$ cat src/rtl/lcd_write_sequencer_if.sv
// Handshake and pin bundle between the character/command controller,
// the LCD write sequencer and the HD44780 4-bit bus.
interface lcd_write_sequencer_if;
    logic       start;
    logic [7:0] data_in;
    logic       rs_in;
    logic       long_wait;
    logic       single_nibble;
    logic       ready;
    logic       done;
    logic       overrun;
    logic       lcd_e;
    logic       lcd_rs;
    logic       lcd_rw;
    logic [3:0] lcd_db;

    // Controller side: issues write requests and watches the pins
    modport master (
        output start, data_in, rs_in, long_wait, single_nibble,
        input  ready, done, overrun, lcd_e, lcd_rs, lcd_rw, lcd_db
    );

    // Sequencer side: consumes requests and drives the LCD pins
    modport slave (
        input  start, data_in, rs_in, long_wait, single_nibble,
        output ready, done, overrun, lcd_e, lcd_rs, lcd_rw, lcd_db
    );
endinterface

$ cat src/rtl/lcd_write_sequencer.sv
// HD44780 4-bit write-timing engine: one byte per start handshake, split into
// upper/lower nibbles with programmable setup, enable pulse, gap and post-write wait.
module lcd_write_sequencer #(
    parameter int E_SETUP_CYC    = 2,
    parameter int E_PULSE_CYC    = 12,
    parameter int GAP_CYC        = 50,
    parameter int SHORT_WAIT_CYC = 2000,
    parameter int LONG_WAIT_CYC  = 82000,
    parameter int CNT_W          = 17
) (
    input  logic                  clk,
    input  logic                  rst,
    lcd_write_sequencer_if.slave  bus
);

    typedef enum logic [2:0] {
        ST_IDLE,
        ST_SETUP_HI,
        ST_PULSE_HI,
        ST_GAP,
        ST_SETUP_LO,
        ST_PULSE_LO,
        ST_WAIT
    } state_t;

    localparam logic [CNT_W-1:0] SETUP_LAST = CNT_W'(E_SETUP_CYC - 1);
    localparam logic [CNT_W-1:0] PULSE_LAST = CNT_W'(E_PULSE_CYC - 1);
    localparam logic [CNT_W-1:0] GAP_LAST   = CNT_W'(GAP_CYC - 1);
    localparam logic [CNT_W-1:0] SHORT_LAST = CNT_W'(SHORT_WAIT_CYC - 1);
    localparam logic [CNT_W-1:0] LONG_LAST  = CNT_W'(LONG_WAIT_CYC - 1);

    state_t           state, state_n;
    logic [CNT_W-1:0] cnt, cnt_n;
    logic [CNT_W-1:0] wait_last;
    logic             accept;

    logic [7:0] data_q, data_n;
    logic       rs_q, rs_n;
    logic       long_q, long_n;
    logic       single_q, single_n;

    logic       ready_q, ready_n;
    logic       done_q, done_n;
    logic       overrun_q, overrun_n;
    logic       e_q, e_n;
    logic       lcd_rs_q, lcd_rs_n;
    logic [3:0] db_q, db_n;

    always_ff @(posedge clk or posedge rst) begin
        if (rst) begin
            state     <= ST_IDLE;
            cnt       <= '0;
            data_q    <= '0;
            rs_q      <= 1'b0;
            long_q    <= 1'b0;
            single_q  <= 1'b0;
            ready_q   <= 1'b1;
            done_q    <= 1'b0;
            overrun_q <= 1'b0;
            e_q       <= 1'b0;
            lcd_rs_q  <= 1'b0;
            db_q      <= '0;
        end else begin
            state     <= state_n;
            cnt       <= cnt_n;
            data_q    <= data_n;
            rs_q      <= rs_n;
            long_q    <= long_n;
            single_q  <= single_n;
            ready_q   <= ready_n;
            done_q    <= done_n;
            overrun_q <= overrun_n;
            e_q       <= e_n;
            lcd_rs_q  <= lcd_rs_n;
            db_q      <= db_n;
        end
    end

    // Pin values are derived from the next state so they are registered yet
    // line up exactly with the state they belong to.
    always_comb begin
        state_n   = state;
        accept    = 1'b0;
        wait_last = long_q ? LONG_LAST : SHORT_LAST;

        case (state)
            ST_IDLE: begin
                if (bus.start) begin
                    accept  = 1'b1;
                    state_n = ST_SETUP_HI;
                end
            end
            ST_SETUP_HI: if (cnt == SETUP_LAST) state_n = ST_PULSE_HI;
            ST_PULSE_HI: if (cnt == PULSE_LAST) state_n = single_q ? ST_WAIT : ST_GAP;
            ST_GAP:      if (cnt == GAP_LAST)   state_n = ST_SETUP_LO;
            ST_SETUP_LO: if (cnt == SETUP_LAST) state_n = ST_PULSE_LO;
            ST_PULSE_LO: if (cnt == PULSE_LAST) state_n = ST_WAIT;
            ST_WAIT:     if (cnt == wait_last)  state_n = ST_IDLE;
            default:     state_n = ST_IDLE;
        endcase

        if (state_n != state || state == ST_IDLE) begin
            cnt_n = '0;
        end else begin
            cnt_n = cnt + CNT_W'(1);
        end

        data_n   = accept ? bus.data_in       : data_q;
        rs_n     = accept ? bus.rs_in         : rs_q;
        long_n   = accept ? bus.long_wait     : long_q;
        single_n = accept ? bus.single_nibble : single_q;

        ready_n   = (state_n == ST_IDLE);
        done_n    = (state == ST_WAIT) && (state_n == ST_IDLE);
        overrun_n = bus.start && (state != ST_IDLE);
        e_n       = (state_n == ST_PULSE_HI) || (state_n == ST_PULSE_LO);

        // Bus lines hold through WAIT and IDLE so nothing moves as lcd_e falls
        db_n     = db_q;
        lcd_rs_n = lcd_rs_q;
        case (state_n)
            ST_SETUP_HI, ST_PULSE_HI, ST_GAP: db_n = data_n[7:4];
            ST_SETUP_LO, ST_PULSE_LO:         db_n = data_n[3:0];
            default:                          db_n = db_q;
        endcase
        if (state_n != ST_IDLE) begin
            lcd_rs_n = rs_n;
        end
    end

    assign bus.ready   = ready_q;
    assign bus.done    = done_q;
    assign bus.overrun = overrun_q;
    assign bus.lcd_e   = e_q;
    assign bus.lcd_rs  = lcd_rs_q;
    assign bus.lcd_rw  = 1'b0;
    assign bus.lcd_db  = db_q;

endmodule

$ cat src/flat_wrapper.sv
// flat-port wrapper written by rule: the top's interface ports become plain ports
module lcd_write_sequencer_flat 
#(
    parameter int E_SETUP_CYC    = 2,
    parameter int E_PULSE_CYC    = 12,
    parameter int GAP_CYC        = 50,
    parameter int SHORT_WAIT_CYC = 2000,
    parameter int LONG_WAIT_CYC  = 82000,
    parameter int CNT_W          = 17
)
  (clk, rst, bus_start, bus_data_in, bus_rs_in, bus_long_wait, bus_single_nibble, bus_ready, bus_done, bus_overrun, bus_lcd_e, bus_lcd_rs, bus_lcd_rw, bus_lcd_db);
  lcd_write_sequencer_if bus_i ();
  input  logic clk;
  input  logic rst;
  input wire logic [$bits(bus_i.start)-1:0] bus_start;
  input wire logic [$bits(bus_i.data_in)-1:0] bus_data_in;
  input wire logic [$bits(bus_i.rs_in)-1:0] bus_rs_in;
  input wire logic [$bits(bus_i.long_wait)-1:0] bus_long_wait;
  input wire logic [$bits(bus_i.single_nibble)-1:0] bus_single_nibble;
  output wire logic [$bits(bus_i.ready)-1:0] bus_ready;
  output wire logic [$bits(bus_i.done)-1:0] bus_done;
  output wire logic [$bits(bus_i.overrun)-1:0] bus_overrun;
  output wire logic [$bits(bus_i.lcd_e)-1:0] bus_lcd_e;
  output wire logic [$bits(bus_i.lcd_rs)-1:0] bus_lcd_rs;
  output wire logic [$bits(bus_i.lcd_rw)-1:0] bus_lcd_rw;
  output wire logic [$bits(bus_i.lcd_db)-1:0] bus_lcd_db;
  assign bus_i.start = bus_start;
  assign bus_i.data_in = bus_data_in;
  assign bus_i.rs_in = bus_rs_in;
  assign bus_i.long_wait = bus_long_wait;
  assign bus_i.single_nibble = bus_single_nibble;
  assign bus_ready = bus_i.ready;
  assign bus_done = bus_i.done;
  assign bus_overrun = bus_i.overrun;
  assign bus_lcd_e = bus_i.lcd_e;
  assign bus_lcd_rs = bus_i.lcd_rs;
  assign bus_lcd_rw = bus_i.lcd_rw;
  assign bus_lcd_db = bus_i.lcd_db;
  lcd_write_sequencer #(.E_SETUP_CYC(E_SETUP_CYC), .E_PULSE_CYC(E_PULSE_CYC), .GAP_CYC(GAP_CYC), .SHORT_WAIT_CYC(SHORT_WAIT_CYC), .LONG_WAIT_CYC(LONG_WAIT_CYC), .CNT_W(CNT_W)) u_core (.clk(clk), .rst(rst), .bus(bus_i));
endmodule
$ cat config.mk
export PLATFORM = sky130hd
export DESIGN_NAME = lcd_write_sequencer_flat
export DESIGN_NICKNAME = d
export VERILOG_FILES = /design/src/rtl/lcd_write_sequencer_if.sv /design/src/rtl/lcd_write_sequencer.sv /design/src/flat_wrapper.sv
export SDC_FILE = /design/constraint.sdc
export NUM_CORES = 1
export LEC_CHECK = 0
export CAP_MARGIN = 20
export CELL_PAD_IN_SITES_DETAIL_PLACEMENT = 1
export CELL_PAD_IN_SITES_GLOBAL_PLACEMENT = 2
export CORE_ASPECT_RATIO = 0.8
export CORE_MARGIN = 5
export CORE_UTILIZATION = 37
export CTS_BUF_LIST = sky130_fd_sc_hd__clkbuf_16
export CTS_CLUSTER_DIAMETER = 120
export CTS_CLUSTER_SIZE = 40
export DETAILED_ROUTE_END_ITERATION = 12
export HOLD_SLACK_MARGIN = 0.12
export PLACE_DENSITY_LB_ADDON = 0.1
export SLEW_MARGIN = 20
export SYNTH_ARGS = -nofsm -noshare
export SYNTH_HDL_FRONTEND = slang
export SYNTH_SLANG_ARGS = --single-unit
$ cat constraint.sdc
create_clock -name clk -period 3.7 [get_ports clk]
set_input_delay 0.74 -clock clk [delete_from_list [all_inputs] [get_ports clk]]
set_output_delay 0.74 -clock clk [all_outputs]
set_load 0.01 [all_outputs]
# After elaboration in Yosys (flattened, before gate mapping)
# Index checks and enable logic that the tools add are counted.
# classes
n_mux	16
eq_ne	16
addsub	1
n_reduce_logical	11
# op_table
cell	count
17-bit two-way mux	2
3-bit two-way mux	8
3-bit case mux with 7 select lines	1
17-bit by 1-bit adder with 17-bit output (second input constant)	1
17-bit by 1-bit == test with 1-bit output (second input constant)	1
17-bit == test	1
17-bit by 4-bit == test with 1-bit output (second input constant)	1
17-bit by 6-bit == test with 1-bit output (second input constant)	1
3-bit == test (second input constant)	5
3-bit by 2-bit == test with 1-bit output (second input constant)	4
8-bit two-way mux	1
4-bit case mux with 2 select lines	1
3-bit by 1-bit == test with 1-bit output (second input constant)	2
3-bit logical NOT	2
3-bit nonzero test	2
1-bit two-way mux	3
3-bit != test	1
3-bit OR reduction	1
1-bit logical AND	2
1-bit logical OR	2
2-bit nonzero test	1
2-bit OR reduction	1
# word_totals
out_inout_bits	10
register_bits	40
word_cells	56
in_bits	14

# Longest topological paths before layout
# Gate-level depths: netlist (run 1).
# logic_depth
word_depth	7
depth_mapped	10
depth_no_buf	9

# Least setup slack after synthesis (run 1)
# No wires, ideal clock.
# synth_timing
path_kind	register to register
start	reg u_core.cnt[11]
end	reg u_core.cnt[7]
synth_period_minus_slack_ps	2660
slack_ps	1040
stages_incl_launch_ff	9
arrival_ps	2589
t_required_ps	3629
setup_ps	71
n_path_buf	2
path_cell_list	dfrtp_1 > or4_4 > nor4_4 > mux2_2 > o221a_2 > a221o_1 > buf_2 > buf_6 > nor2_1
# synth_via
elab_chain_cells	6
word_cells_on_any_way	14
classes_between	eq/ne (5); mux (8); reduce/logical (1)
# synth_lines
element	line	text
start, declared	lcd_write_sequencer.sv:33	logic [CNT_W-1:0] cnt, cnt_n;
start signal, assigned	lcd_write_sequencer.sv:65	cnt <= cnt_n;
17-bit == test (tied with other cells)	lcd_write_sequencer.sv:98	ST_WAIT: if (cnt == wait_last) state_n = ST_IDLE;
3-bit two-way mux (tied with other cells)	lcd_write_sequencer.sv:98	
3-bit case mux with 7 select lines (*)	lcd_write_sequencer.sv:86	case (state)
3-bit != test (*)	lcd_write_sequencer.sv:102	if (state_n != state || state == ST_IDLE) begin
1-bit logical OR (*)	lcd_write_sequencer.sv:102	
17-bit two-way mux (*)	lcd_write_sequencer.sv:102	
named net u_core.cnt_n[7]	lcd_write_sequencer.sv:33	
# Mark *: on every way through the listed nets, which the timed path passes. The rest lies on a longest branch.
# A chain may end at the register's enable or synchronous reset.

# Worst setup path after layout (run 1)
# layout_timing
start	reg u_core.cnt[0]
end	reg u_core.cnt[4]
# layout_via
elab_chain_cells	6
word_cells_on_any_way	15
classes_between	add/sub (1); eq/ne (5); mux (8); reduce/logical (1)
# layout_lines
element	line
17-bit == test (tied with other cells)	lcd_write_sequencer.sv:98
3-bit two-way mux (tied with other cells)	lcd_write_sequencer.sv:98
3-bit case mux with 7 select lines	lcd_write_sequencer.sv:86
3-bit != test	lcd_write_sequencer.sv:102
1-bit logical OR	lcd_write_sequencer.sv:102
17-bit two-way mux (*)	lcd_write_sequencer.sv:102
named net u_core.cnt_n[4]	lcd_write_sequencer.sv:33
# Marks and branches as above.

==> metrics.csv, run 1 <==
metric,value,unit
run status,completed,
diodes inserted,0,
max_cap viols,0,
Reg area,0.00100,mm2
Worst EP arrival,3180,ps
Final setup viols,0,
Startpoint Class,flip-flop,
die height,79.4,um
RSZ-0062 raised after global routing,false,
Yosys reg bits,40,
fillers,677,
drt total wl,4910,um
clk_lat worst skew,270,ps
Clock H-tree levels,2,
Rows,25,
Reg2Reg Setup Slack,700,ps
Max IR drop VDD,0.258,mV
Max-slew headroom,57.9,%
Area Overhead vs Synth,17.8,%
footprint of the multi-input gates,0.00111,mm2
clock slew at reported path FFs,60,ps
Leakage,1.09,nW
Die Footprint,0.00768,mm2
Port Buffers,22,
type of the worst setup path,reg2reg,
async set or reset register ratio after synthesis,100,%
routability cong.,0.759,
cell area after synthesis,0.00223,mm2
Post-synth top cells,"39 x dfrtp_1, 21 x nor2_1, 14 x nand2_1, 12 x mux2_2, 11 x nand3_1",
sequential fraction of the synthesis area,45.0,%
CORE AREA,0.00588,mm2
Pwr per Cell Area,333,mW/mm2
YS warnings,0,
crit path max fanout,17,
grt ovf,0,
CTS Hold Bufs,0,
Final HPWL DP,3640,um
fin crit share,81.1,%
Total GRT Usage,13.5,%
initial DRC count,72,
Post-Syn Nets,222,
ys flop type,dfrtp_1,
# clock sinks,40,
number of nets in the final layout,243,
post_cts resized,0,
worst endpoint required time,3880,ps
final hold vios,0,
TritonCTS clock tree,built,
"EDFF count, synth",0,
CP Launch Point,u_core.cnt[0]$_DFF_PP0_,
Clock Skews,4.11,ps
syn avg cell area,10.8,um2
WL/cell,15.9,um
largest cells by area after synthesis,"dfrtp_1 44%, mux2_2 6.1%, nor2_1 3.5%",
antenna violations before repair,0,
number of global-route vias before repair,1711,
I/O pin count,24,
setup bufs post-CTS,0,
vias per cell,5.17,
share of the synthesized area in the top cell type,43.8,%
total number of vias,1597,
Root Buffer,clkbuf_16,
"count leader, synth",dfrtp_1,
Worst Tran Pin Value,632,ps
Die X,96.7,um
drc violations,0,
CP endpoint,u_core.cnt[4]$_DFF_PP0_,
share of cells above drive strength 1,19.3,%
count of different cell masters after synthesis,55,
largest net degree at the start of global routing,33,
CP endpoint kind,flip-flop,
Min-Delay Path Class,reg2reg,
starting density of the core,37.9,%
Synth Instances,206,
Worst R2R Path Depth,7,
first-pass GRT wire length,8440,um
TritonRoute pass-1 iters,4,
Achievable Freq,0.333,GHz
R2R Path End,u_core.cnt[4]$_DFF_PP0_,
Hold Slack,495,ps
CTS Buf Count,5,
final max-slew violation count,0,
Post-DRT Antenna Nets,0,
Final TNS setup,0,ps
RR Startpoint,u_core.cnt[0]$_DFF_PP0_,
clock buffer depth,2,
final worst path period need,3000,ps
leading area contributor after synthesis,dfrtp_1,
## worst max-delay path, cell delays in order, from the launching register on
cell and delay (ps):
dfrtp_1 430, ha_1 310, or4bb_1 480, nor4_4 200, mux2_2 400, o221a_2 230, a221o_1 590, nor3_1 270
## routing by layer
metal | vias up | track usage [%] | routed length (um)
li1 | 774 | - | -
met1 | 799 | 18.5 | 2470
met2 | 22 | 22.0 | 2260
met3 | 2 | 3.23 | 164
met4 | 0 | 2.52 | 19
met5 | - | 0 | 0
## worst min-delay path by stage
stage                               startpoint                         end  slack [ps]  cells after the start
CTS                 u_core.data_q[5]$_DFF_PP0_  u_core.data_q[5]$_DFF_PP0_         500                      1
global placement    u_core.data_q[3]$_DFF_PP0_  u_core.data_q[3]$_DFF_PP0_         480                      1
detailed placement  u_core.data_q[5]$_DFF_PP0_  u_core.data_q[5]$_DFF_PP0_         490                      1
finish              u_core.data_q[5]$_DFF_PP0_  u_core.data_q[5]$_DFF_PP0_         500                      1
floorplan                u_core.rs_q$_DFF_PP0_       u_core.rs_q$_DFF_PP0_         470                      1
global route        u_core.data_q[5]$_DFF_PP0_  u_core.data_q[5]$_DFF_PP0_         510                      1
## cell families (layout without fill, tap and decap cells)
logic type,after synthesis,after routing,share of synthesized area [%]
xor gates and xnor gates,15,15,5.90
muxes,15,15,7.64
and+or+nand+nor,94,94,26.8
AOI/OAI and AO/OA,20,20,8.21
buffers and inverters,19,41,5.11
DFF,40,40,45.0
adders and majority gates,2,2,1.12
other,1,1,0.168
## layout make-up
| cell class | instances | share of cell area [%] |
|---|---|---|
| inverter | 10 | 1.53 |
| clock buffer | 5 | 4.77 |
| multi-input combinational | 147 | 42.3 |
| tap | 81 | 3.87 |
| timing repair buffer | 23 | 8.69 |
| clock inverter | 3 | 0.573 |
| sequential | 40 | 38.2 |
## power by group
group | switching, mW | leakage (nW) | internal, mW
combinational | 0.0116 | 0.493 | 0.0140
sequential | 0.000108 | 0.533 | 0.438
clock | 0.165 | 0.0687 | 0.245
## sequential cells by signal, indices dropped and copies added, names as in the netlist, 3 cells and up
name / cells
u_core.cnt: 17
u_core.state: 3
u_core.data_q: 8
u_core.bus.lcd_db: 4
## placed cells by master (no fill, tap or decap), drive strengths merged, types with 3 or more instances in the layout
cell type      instances
a21oi                  4
and3                   3
clkbuf                 5
clkdlybuf4s50         22
dfrtp                 39
inv                   11
mux2                  13
nand2                 14
nand3                 11
nor2                  21
nor2b                  3
nor3                  12
nor3b                  3
nor4                   5
o221ai                 4
or4                    4
xnor2                  8
xor2                   7
## per-stage QoR
| stage | total power [mW] | std cells | area [um2] | utilization (%) | worst slack, ps |
|---|---|---|---|---|---|
| finish | 0.874 | 309 | 2620 | 44.6 | 700 |
| global route | 0.910 | 309 | 2620 | 44.6 | 519 |
| CTS | 0.888 | 309 | 2620 | 44.6 | 680 |
| detailed placement | 0.473 | 301 | 2480 | 42.2 | 592 |
| global placement | 0.472 | 301 | 2480 | 42.2 | 638 |
| floorplan | 0.455 | 206 | 2230 | - | 1040 |
(Power assumes the default switching activity.)
==> inputs of run 2 (changes only) <==
CORE_UTILIZATION = 33   (was 37)
clock period = 2.62 ns   (was 3.7 ns; I/O delays follow)
==> run 2 against run 1 <==
The flow now finishes with violations (negative setup slack). Worst hold slack better by 9.1 ps. Sequential power increased by 41%. Critical path type unchanged. Critical endpoint is now u_core.bus.lcd_rs$_DFFE_PP0N_. Sequential share of layout area is 6.0 points lower. Setup slack worse by 800 ps.
==> metrics.csv, run 2 (synthesis results as in run 1) <==
metric,value,unit
R2R Path End,u_core.bus.lcd_rs$_DFFE_PP0N_,
"slowest stage delay, CP",580,ps
Worst EP arrival,2890,ps
CP endpoint kind,flip-flop,
Worst path slowest cell,or4_4,
number of global-route vias before repair,1972,
clk_lat worst skew,280,ps
Worst R2R Path Depth,9,
CTS Hold Bufs,0,
starting density of the core,34.4,%
crit-path cells,or4_4 > buf_6 > or4_4 > nor4b_4 > buf_4 > nor3_4 > inv_4 > nor3_4 > mux2_4,
run status,finished with violations,
I/O pin count,24,
Port Buffers,22,
antenna violations before repair,0,
most frequent cells in the layout,"42 x buf_4, 39 x dfrtp_1, 22 x clkdlybuf4s50_1",
Worst Tran Pin Value,526,ps
footprint of the multi-input gates,0.00121,mm2
setup ws final,-104,ps
share of cells above drive strength 1,38.6,%
Max IR drop VDD,0.206,mV
Min-Delay Path Class,reg2reg,
WL/cell,17.8,um
largest net degree at the start of global routing,41,
fin crit share,104,%
drt total wl,6340,um
vias per cell,5.06,
initial DRC count,73,
Max-slew headroom,64.9,%
crit path max fanout,4,
"delay-heaviest family, CP",simple AND/OR/NAND/NOR gates,
clock slew at reported path FFs,60,ps
Root Buffer,clkbuf_16,
die height,83.5,um
clock buffer depth,2,
type of the worst setup path,reg2reg,
Hold Slack,504,ps
Die X,102,um
largest reg by FF count,u_core.cnt,
TritonRoute pass-1 iters,4,
Area Overhead vs Synth,39.6,%
CTS Buf Count,5,
Leakage,1.36,nW
Reg2Reg Setup Slack,-100,ps
Pwr per Cell Area,440,mW/mm2
Final TNS setup,-1410,ps
first-pass GRT wire length,10500,um
RR Startpoint,u_core.cnt[9]$_DFF_PP0_,
CP Launch Point,u_core.cnt[9]$_DFF_PP0_,
CORE AREA,0.00647,mm2
Final setup viols,20,
Reg area,0.00100,mm2
Clock Skews,2.45,ps
Die Footprint,0.00850,mm2
failing checks,negative setup slack,
grt ovf,0,
Total GRT Usage,15.8,%
max_cap viols,0,
CP endpoint,u_core.bus.lcd_rs$_DFFE_PP0N_,
Post-DRT Antenna Nets,0,
Rows,26,
Final HPWL DP,4820,um
# clock sinks,40,
diodes inserted,0,
TritonCTS clock tree,built,
final max-slew violation count,0,
"most common cell after layout, fill and taps aside",buf_4,
number of nets in the final layout,287,
CP bufs+invs,3,
final worst path period need,2720,ps
fillers,710,
max reg flops,17,
final hold vios,0,
worst endpoint required time,2790,ps
routability cong.,0.843,
drc violations,0,
Clock H-tree levels,2,
total number of vias,1800,
stages on the worst setup path,9,
Achievable Freq,0.367,GHz
Startpoint Class,flip-flop,
RSZ-0062 raised after global routing,true,
==> run 2: metrics by stage <==
step / worst slack [ps] / power [mW] / util [%] / area, um2 / std cells
floorplan: 7.00 / 0.642 / - / 2240 / 206
global placement: -163 / 0.666 / 42.9 / 2780 / 341
detailed placement: -345 / 0.668 / 42.9 / 2780 / 341
CTS: -101 / 1.39 / 46.5 / 3010 / 350
global route: -182 / 1.42 / 48.0 / 3110 / 356
finish: -104 / 1.37 / 48.0 / 3110 / 356
==> run 2: power by group <==
group          leakage, nW  internal [mW]  switching [mW]  total, mW
Clock               0.0804          0.452           0.258      0.711
Combinational        0.749         0.0199          0.0175     0.0374
Sequential           0.533          0.618        0.000205      0.619
Total                 1.36           1.09           0.276       1.37
==> run 2: layout make-up <==
cell class                      count  share of cell area [%]
Inverter                           10                    1.29
Clock inverter                      3                    1.49
Clock buffer                        5                    4.03
Tap cell                           84                    3.38
Multi-Input combinational cell    147                    39.0
Timing Repair Buffer               67                    18.6
Sequential cell                    40                    32.2
==> run 2: how the worst min path moves through the flow <==
| stage | to | cells past startpoint | start |
|---|---|---|---|
| global placement | u_core.data_q[7]$_DFF_PP0_ | 1 | u_core.data_q[7]$_DFF_PP0_ |
| floorplan | u_core.rs_q$_DFF_PP0_ | 1 | u_core.rs_q$_DFF_PP0_ |
| global route | u_core.data_q[6]$_DFF_PP0_ | 1 | u_core.data_q[6]$_DFF_PP0_ |
| finish | u_core.rs_q$_DFF_PP0_ | 1 | u_core.rs_q$_DFF_PP0_ |
| CTS | u_core.rs_q$_DFF_PP0_ | 1 | u_core.rs_q$_DFF_PP0_ |
| detailed placement | u_core.rs_q$_DFF_PP0_ | 1 | u_core.rs_q$_DFF_PP0_ |
==> run 2: layer usage <==
layer	global-route usage [%]	vias to the layer above	routed length, um
li1	-	859	-
met1	21.7	903	2980
met2	25.1	30	3030
met3	3.76	8	262
met4	3.81	0	66
met5	0	-	0
==> run 2: repair_timing <==
action,in CTS,in global routing
pin swaps,6,11
gates resized for setup,10,13
endpoints found under the setup margin,23,23
gates cloned,0,0
setup buffers,1,6
==> inputs of run 3 (changes only) <==
TNS_END_PERCENT = 100   (was default)
==> results of run 3 <==
No change in the layout: final DEF, timing and power equal those of run 2.
